<file path="config.mk">
export PLATFORM = sky130hd
export DESIGN_NAME = fb_port_arbiter_flat
export DESIGN_NICKNAME = d
export VERILOG_FILES = /design/src/rtl/fb_pkg.sv /design/src/rtl/fb_port_arbiter_if.sv /design/src/rtl/fb_wr_fifo.sv /design/src/rtl/fb_port_arbiter.sv /design/src/flat_wrapper.sv
export SDC_FILE = /design/constraint.sdc
export NUM_CORES = 1
export LEC_CHECK = 0
export CORE_MARGIN = 3
export CORE_UTILIZATION = 39
export DETAILED_ROUTE_END_ITERATION = 16
export SLEW_MARGIN = 20
export SYNTH_ARGS = -nofsm -noshare
export SYNTH_HDL_FRONTEND = slang
export SYNTH_SLANG_ARGS = --single-unit
export TNS_END_PERCENT = 5
</file>
<file path="constraint.sdc">
create_clock -name clk -period 5.09 [get_ports clk]
set_clock_uncertainty 0.2 [all_clocks]
set_input_delay 1.018 -clock clk [delete_from_list [all_inputs] [get_ports clk]]
set_output_delay 1.018 -clock clk [all_outputs]
set_load 0.02 [all_outputs]
</file>
<file path="src/rtl/fb_pkg.sv">
// Shared constants and pixel types for the frame-buffer port arbiter.
package fb_pkg;

  localparam int unsigned H_ACTIVE  = 800;
  localparam int unsigned V_ACTIVE  = 480;
  localparam int unsigned FB_WORDS  = H_ACTIVE * V_ACTIVE;

  localparam int unsigned FB_ADDR_W = 19;
  localparam int unsigned FB_DATA_W = 16;
  localparam int unsigned STALL_W   = 16;

  localparam int unsigned R_W = 5;
  localparam int unsigned G_W = 6;
  localparam int unsigned B_W = 5;

  typedef struct packed {
    logic [R_W-1:0] r;
    logic [G_W-1:0] g;
    logic [B_W-1:0] b;
  } rgb565_t;

endpackage

</file>
<file path="src/rtl/fb_port_arbiter_if.sv">
// Display-read, host-write and RAM-side signals of the frame-buffer arbiter.
interface fb_port_arbiter_if
  import fb_pkg::*;
#(
  parameter int unsigned ADDR_W = FB_ADDR_W,
  parameter int unsigned DATA_W = FB_DATA_W
);

  logic               disp_rd;
  logic [ADDR_W-1:0]  disp_addr;
  logic [DATA_W-1:0]  disp_data;
  logic               disp_vld;
  logic               wr_valid;
  logic [ADDR_W-1:0]  wr_addr;
  logic [DATA_W-1:0]  wr_data;
  logic               wr_ready;
  logic               mem_en;
  logic               mem_we;
  logic [ADDR_W-1:0]  mem_addr;
  logic [DATA_W-1:0]  mem_wdata;
  logic [DATA_W-1:0]  mem_rdata;
  logic [STALL_W-1:0] wr_stall_cnt;

  // Arbiter side
  modport slave (
    input  disp_rd, disp_addr, wr_valid, wr_addr, wr_data, mem_rdata,
    output disp_data, disp_vld, wr_ready, mem_en, mem_we, mem_addr, mem_wdata,
           wr_stall_cnt
  );

  // Requesters and RAM side
  modport master (
    output disp_rd, disp_addr, wr_valid, wr_addr, wr_data, mem_rdata,
    input  disp_data, disp_vld, wr_ready, mem_en, mem_we, mem_addr, mem_wdata,
           wr_stall_cnt
  );

endinterface

</file>
<file path="src/rtl/fb_wr_fifo.sv">
// Posted-write FIFO holding {addr,data} entries; no bypass from push to head.
module fb_wr_fifo
  import fb_pkg::*;
#(
  parameter int unsigned W     = FB_ADDR_W + FB_DATA_W,
  parameter int unsigned DEPTH = 4
) (
  input  logic         clk,
  input  logic         rst,
  input  logic         push_i,
  input  logic [W-1:0] din_i,
  input  logic         pop_i,
  output logic [W-1:0] dout_o,
  output logic         full_o,
  output logic         empty_o
);

  localparam int unsigned PTR_W = $clog2(DEPTH);
  localparam int unsigned CNT_W = PTR_W + 1;

  logic [W-1:0]     mem_q [DEPTH];
  logic [PTR_W-1:0] wr_ptr_q, wr_ptr_d;
  logic [PTR_W-1:0] rd_ptr_q, rd_ptr_d;
  logic [CNT_W-1:0] count_q,  count_d;

  always_comb begin
    wr_ptr_d = wr_ptr_q;
    rd_ptr_d = rd_ptr_q;
    count_d  = count_q;
    if (push_i) wr_ptr_d = wr_ptr_q + PTR_W'(1);
    if (pop_i)  rd_ptr_d = rd_ptr_q + PTR_W'(1);
    case ({push_i, pop_i})
      2'b10:   count_d = count_q + CNT_W'(1);
      2'b01:   count_d = count_q - CNT_W'(1);
      default: count_d = count_q;
    endcase
  end

  always_ff @(posedge clk) begin
    if (!rst) begin
      wr_ptr_q <= '0;
      rd_ptr_q <= '0;
      count_q  <= '0;
    end else begin
      wr_ptr_q <= wr_ptr_d;
      rd_ptr_q <= rd_ptr_d;
      count_q  <= count_d;
    end
  end

  // Storage needs no reset; validity is tracked by count_q
  always_ff @(posedge clk) begin
    if (push_i) mem_q[wr_ptr_q] <= din_i;
  end

  assign dout_o  = mem_q[rd_ptr_q];
  assign full_o  = (count_q == CNT_W'(DEPTH));
  assign empty_o = (count_q == '0);

endmodule

</file>
<file path="src/rtl/fb_port_arbiter.sv">
// Single-port frame-buffer arbiter: display reads always win, posted host
// writes drain on idle cycles; 2-cycle read pipeline and write-stall counter.
module fb_port_arbiter
  import fb_pkg::*;
#(
  parameter int unsigned ADDR_W     = FB_ADDR_W,
  parameter int unsigned DATA_W     = FB_DATA_W,
  parameter int unsigned WBUF_DEPTH = 4
) (
  input  logic          clk,
  input  logic          rst,
  fb_port_arbiter_if.slave bus
);

  localparam int unsigned ENT_W = ADDR_W + DATA_W;

  logic              fifo_push, fifo_pop, fifo_full, fifo_empty;
  logic [ENT_W-1:0]  fifo_head;
  logic [ADDR_W-1:0] head_addr;
  logic [DATA_W-1:0] head_data;

  logic               rd_vld_q,    rd_vld_d;
  logic               disp_vld_q,  disp_vld_d;
  logic [DATA_W-1:0]  disp_data_q, disp_data_d;
  logic [STALL_W-1:0] stall_q,     stall_d;

  assign bus.wr_ready = rst & ~fifo_full;
  assign fifo_push    = bus.wr_valid & bus.wr_ready;
  assign {head_addr, head_data} = fifo_head;

  fb_wr_fifo #(
    .W     (ENT_W),
    .DEPTH (WBUF_DEPTH)
  ) u_wr_fifo (
    .clk     (clk),
    .rst     (rst),
    .push_i  (fifo_push),
    .din_i   ({bus.wr_addr, bus.wr_data}),
    .pop_i   (fifo_pop),
    .dout_o  (fifo_head),
    .full_o  (fifo_full),
    .empty_o (fifo_empty)
  );

  // RAM port mux: display read, else drain FIFO head, else idle
  always_comb begin
    bus.mem_en    = 1'b0;
    bus.mem_we    = 1'b0;
    bus.mem_addr  = '0;
    bus.mem_wdata = '0;
    fifo_pop      = 1'b0;
    if (rst) begin
      if (bus.disp_rd) begin
        bus.mem_en   = 1'b1;
        bus.mem_addr = bus.disp_addr;
      end else if (!fifo_empty) begin
        bus.mem_en    = 1'b1;
        bus.mem_we    = 1'b1;
        bus.mem_addr  = head_addr;
        bus.mem_wdata = head_data;
        fifo_pop      = 1'b1;
      end
    end
  end

  always_comb begin
    rd_vld_d    = bus.disp_rd;
    disp_vld_d  = rd_vld_q;
    disp_data_d = rd_vld_q ? bus.mem_rdata : disp_data_q;
    stall_d     = stall_q;
    if (bus.wr_valid && !bus.wr_ready && (stall_q != '1)) begin
      stall_d = stall_q + STALL_W'(1);
    end
  end

  always_ff @(posedge clk) begin
    if (!rst) begin
      rd_vld_q    <= 1'b0;
      disp_vld_q  <= 1'b0;
      disp_data_q <= '0;
      stall_q     <= '0;
    end else begin
      rd_vld_q    <= rd_vld_d;
      disp_vld_q  <= disp_vld_d;
      disp_data_q <= disp_data_d;
      stall_q     <= stall_d;
    end
  end

  assign bus.disp_vld     = disp_vld_q;
  assign bus.disp_data    = disp_data_q;
  assign bus.wr_stall_cnt = stall_q;

endmodule

</file>
<file path="src/flat_wrapper.sv">
// flat-port wrapper written by rule: the top's interface ports become plain ports
module fb_port_arbiter_flat import fb_pkg::*;
#(
  parameter int unsigned ADDR_W     = FB_ADDR_W,
  parameter int unsigned DATA_W     = FB_DATA_W,
  parameter int unsigned WBUF_DEPTH = 4
)
  (clk, rst, bus_disp_rd, bus_disp_addr, bus_wr_valid, bus_wr_addr, bus_wr_data, bus_mem_rdata, bus_disp_data, bus_disp_vld, bus_wr_ready, bus_mem_en, bus_mem_we, bus_mem_addr, bus_mem_wdata, bus_wr_stall_cnt);
  fb_port_arbiter_if #(.ADDR_W(ADDR_W), .DATA_W(DATA_W)) bus_i ();
  input  logic clk;
  input  logic rst;
  input wire logic [$bits(bus_i.disp_rd)-1:0] bus_disp_rd;
  input wire logic [$bits(bus_i.disp_addr)-1:0] bus_disp_addr;
  input wire logic [$bits(bus_i.wr_valid)-1:0] bus_wr_valid;
  input wire logic [$bits(bus_i.wr_addr)-1:0] bus_wr_addr;
  input wire logic [$bits(bus_i.wr_data)-1:0] bus_wr_data;
  input wire logic [$bits(bus_i.mem_rdata)-1:0] bus_mem_rdata;
  output wire logic [$bits(bus_i.disp_data)-1:0] bus_disp_data;
  output wire logic [$bits(bus_i.disp_vld)-1:0] bus_disp_vld;
  output wire logic [$bits(bus_i.wr_ready)-1:0] bus_wr_ready;
  output wire logic [$bits(bus_i.mem_en)-1:0] bus_mem_en;
  output wire logic [$bits(bus_i.mem_we)-1:0] bus_mem_we;
  output wire logic [$bits(bus_i.mem_addr)-1:0] bus_mem_addr;
  output wire logic [$bits(bus_i.mem_wdata)-1:0] bus_mem_wdata;
  output wire logic [$bits(bus_i.wr_stall_cnt)-1:0] bus_wr_stall_cnt;
  assign bus_i.disp_rd = bus_disp_rd;
  assign bus_i.disp_addr = bus_disp_addr;
  assign bus_i.wr_valid = bus_wr_valid;
  assign bus_i.wr_addr = bus_wr_addr;
  assign bus_i.wr_data = bus_wr_data;
  assign bus_i.mem_rdata = bus_mem_rdata;
  assign bus_disp_data = bus_i.disp_data;
  assign bus_disp_vld = bus_i.disp_vld;
  assign bus_wr_ready = bus_i.wr_ready;
  assign bus_mem_en = bus_i.mem_en;
  assign bus_mem_we = bus_i.mem_we;
  assign bus_mem_addr = bus_i.mem_addr;
  assign bus_mem_wdata = bus_i.mem_wdata;
  assign bus_wr_stall_cnt = bus_i.wr_stall_cnt;
  fb_port_arbiter #(.ADDR_W(ADDR_W), .DATA_W(DATA_W), .WBUF_DEPTH(WBUF_DEPTH)) u_core (.clk(clk), .rst(rst), .bus(bus_i));
endmodule
</file>
==> reports/results.tsv <==
metric	value	unit
drcViolationCount	0	
synth_enable_flop_cells	140	
clk_path_buf_depth	2	
io_pins	145	
timing.final.max_slew_violations	0	
clock-root-buffer	clkbuf_16	
cts_buf_count	17	
floorplan.die_area	20300	µm²
final.min_clock_period	4430	ps
postRouteWirelength	15500	µm
cp_slowest_cell	clkdlybuf4s50_1	
vias_per_cell	5.23	
synth.most_common_cell	edfxtp_1	
num-fill-cells	1453	
worst_hold_slack	301	ps
pin_slew_with_the_least_headroom_to_its_limit	1060	ps
timing.critical_path.max_delay_family	buffers and inverters	
synth_fp_nets	509	
wl_per_cell	18.8	µm
post_synth_design_cell_area	7280	µm²
post_route_cells_drive_above_1_share	15.7	%
yosysUniqueCellTypes	41	
synth_area_leader_cell	edfxtp_1	
run_status	finished clean	
grt_first_pass_wirelength	24400	µm
synth.top_cells.by_area	edfxtp_1 (58%), dfxtp_1 (12%), mux4_2 (11%)	
timing.critical_path.arrival	3220	ps
synth.avg_cell_area	17.0	µm²
rsz_0062_raised_after_global_routing	false	
post_cts.repair.setup_buffers	0	
power.leakage	3.13	nW
globalRoute.busiestLayer	met2	
setup_tns	0	ps
clkLatencyLatePin	420	ps
critical-path-max-stage-delay	780	ps
timing.final.setup_violations	0	
grt_util_all_layers	15.6	%
gr-total-overflow	0	
ys_async_sr_fraction	0	%
netlist_top_cells_count	edfxtp_1 (140), dfxtp_1 (43), mux4_2 (35), nor2_1 (28), and2_1 (23)	
detailedPlacementHpwl	9990	µm
detail_route.iter0.violations	239	
num-nets-final	660	
crit_buf_inv	4	
crit_path_end_kind	primary output	
cts.htree.levels	4	
max_cap_viol_count	0	
cts_tree	built	
detail-route-antenna-nets	0	
relSlewSlack	29.0	%
die_width	143	µm
peakVddDrop	247	µV
groute.layer.met1.usage	20.9	%
worst_setup_start_kind	input port	
syn_to_final_growth	32.4	%
start_util	40.1	%
final_wtd_congestion	0.762	
timing.fmax	226	MHz
ctsResizeCount	0	
number_of_synthesized_register_bits	183	
timing.hold.worst.class	reg -> reg	
path_common_cell	clkdlybuf4s50_1	
p_per_area	347	nW/µm²
ys.warnings.count	0	
drt_pass_1_iters	4	
cts_hold_buffers	0	
timing.final.ws_setup	656	ps
dieHeight	143	µm
finalHoldViolations	0	
cp_data_required_time	3870	ps
num_vias	4297	
cp_cell_sequence	clkdlybuf4s50_1 > inv_8 > nor3b_4 > buf_4 > a22o_1 > clkdlybuf4s50_1	
n_antenna_cell	0	
core_ar	18100	µm²
grt_start_max_net_pins	44	
clock-sinks	183	
yosysTopAreaCellShare	57.8	%
synth_seq_area_share	69.6	%
antenna_found_initial	0	
grt.met2_usage	25.1	%
clock_slew_at_reported_path_ffs	70	ps
ys_flop_type	edfxtp_1	
worst_path_maximum_fanout	25	
post-place-ws	670	ps
rows	49	
critPathKind	in -> out	
met3_usage	3.99	%
io_buffers	144	
timing.final.crit_share	87.1	%
grt_pass1_vias	4473	
gate_count_post_synth	428	
[power breakdown]
group	internal [W]	total [W]	switching, W
Sequential	0.00165	0.00168	0.0000268
Clock	0.000717	0.00135	0.000628
Combinational	0.000175	0.000322	0.000147
[sequential cells by signal (all words and copies together) (netlist names), named ones only]
register,flops
u_core.u_wr_fifo.wr_ptr_q,2
u_core.u_wr_fifo.rd_ptr_q,2
u_core.disp_vld_d,1
u_core.u_wr_fifo.count_q,3
u_core.u_wr_fifo.mem_q,140
u_core.bus.disp_vld,1
u_core.bus.disp_data,16
u_core.bus.wr_stall_cnt,16
[worst reg2reg max path, delay by kind of cell (launching register included)]
kind | cells | cell delay, ps
buf+inv | 2 | 370
flops | 1 | 430
xor+xnor | 1 | 180
simple gates | 3 | 710
compound gates | 1 | 140
fa+ha+maj | 2 | 610
[final timing paths]
kind | start | end | slack, ps | depth (start not counted)
worst max-delay path | rst | bus_mem_addr[10] | 660 | 6
worst min-delay path | u_core.bus.wr_stall_cnt[7] | u_core.bus.wr_stall_cnt[7] | 300 | 1
worst max register to register | u_core.u_wr_fifo.count_q[0] | u_core.u_wr_fifo.count_q[2] | 2380 | 9
worst min register to register | u_core.bus.wr_stall_cnt[7] | u_core.bus.wr_stall_cnt[7] | 300 | 1
[cell type report]
cell class	count	area, µm²	area share (%)
Tap cell	229	287	2.97
Clock inverter	15	193	2.00
Clock buffer	17	425	4.41
Timing Repair Buffer	156	1560	16.1
Multi-Input combinational cell	211	2070	21.4
Inverter	10	45.0	0.467
Sequential cell	183	5070	52.6
[logic make-up (layout without fill, tap and decap cells)]
group	after synthesis	in the layout	synth area share, %
XOR/XNOR	5	5	0.602
AND/OR/NAND/NOR	93	93	7.41
multiplexers	51	51	13.0
adder cells (fa/ha/maj)	7	7	1.31
flip-flops	183	183	69.6
buffers and inverters	34	198	2.30
AO/OA/AOI/OAI	55	55	5.78
[stage by stage]
step / total power (W) / util [%] / instance area [µm²] / std cells
finish: 0.00334 / 53.1 / 9640 / 821
global route: 0.00349 / 53.1 / 9640 / 821
CTS: 0.00339 / 53.1 / 9630 / 821
detailed placement: 0.00204 / 49.7 / 9010 / 789
global placement: 0.00203 / 49.7 / 9010 / 789
floorplan: 0.00187 / - / 7280 / 428
[layout by cell type (no fill, tap or decap), types with 12 or more instances in the layout]
cell               n
clkdlybuf4s50_1  144
edfxtp_1         140
a22o_1            19
clkbuf_16         17
mux2i_1           16
dfxtp_1           41
and2_1            19
nor2_1            28
a21oi_1           12
mux4_2            35
[per-layer routing]
layer	vias up	routed length [µm]
met3	15	872
met1	2139	7050
met4	0	190
met2	145	7350
li1	1998	-
met5	-	0
Note: power is estimated with default switching activity, not from simulation.
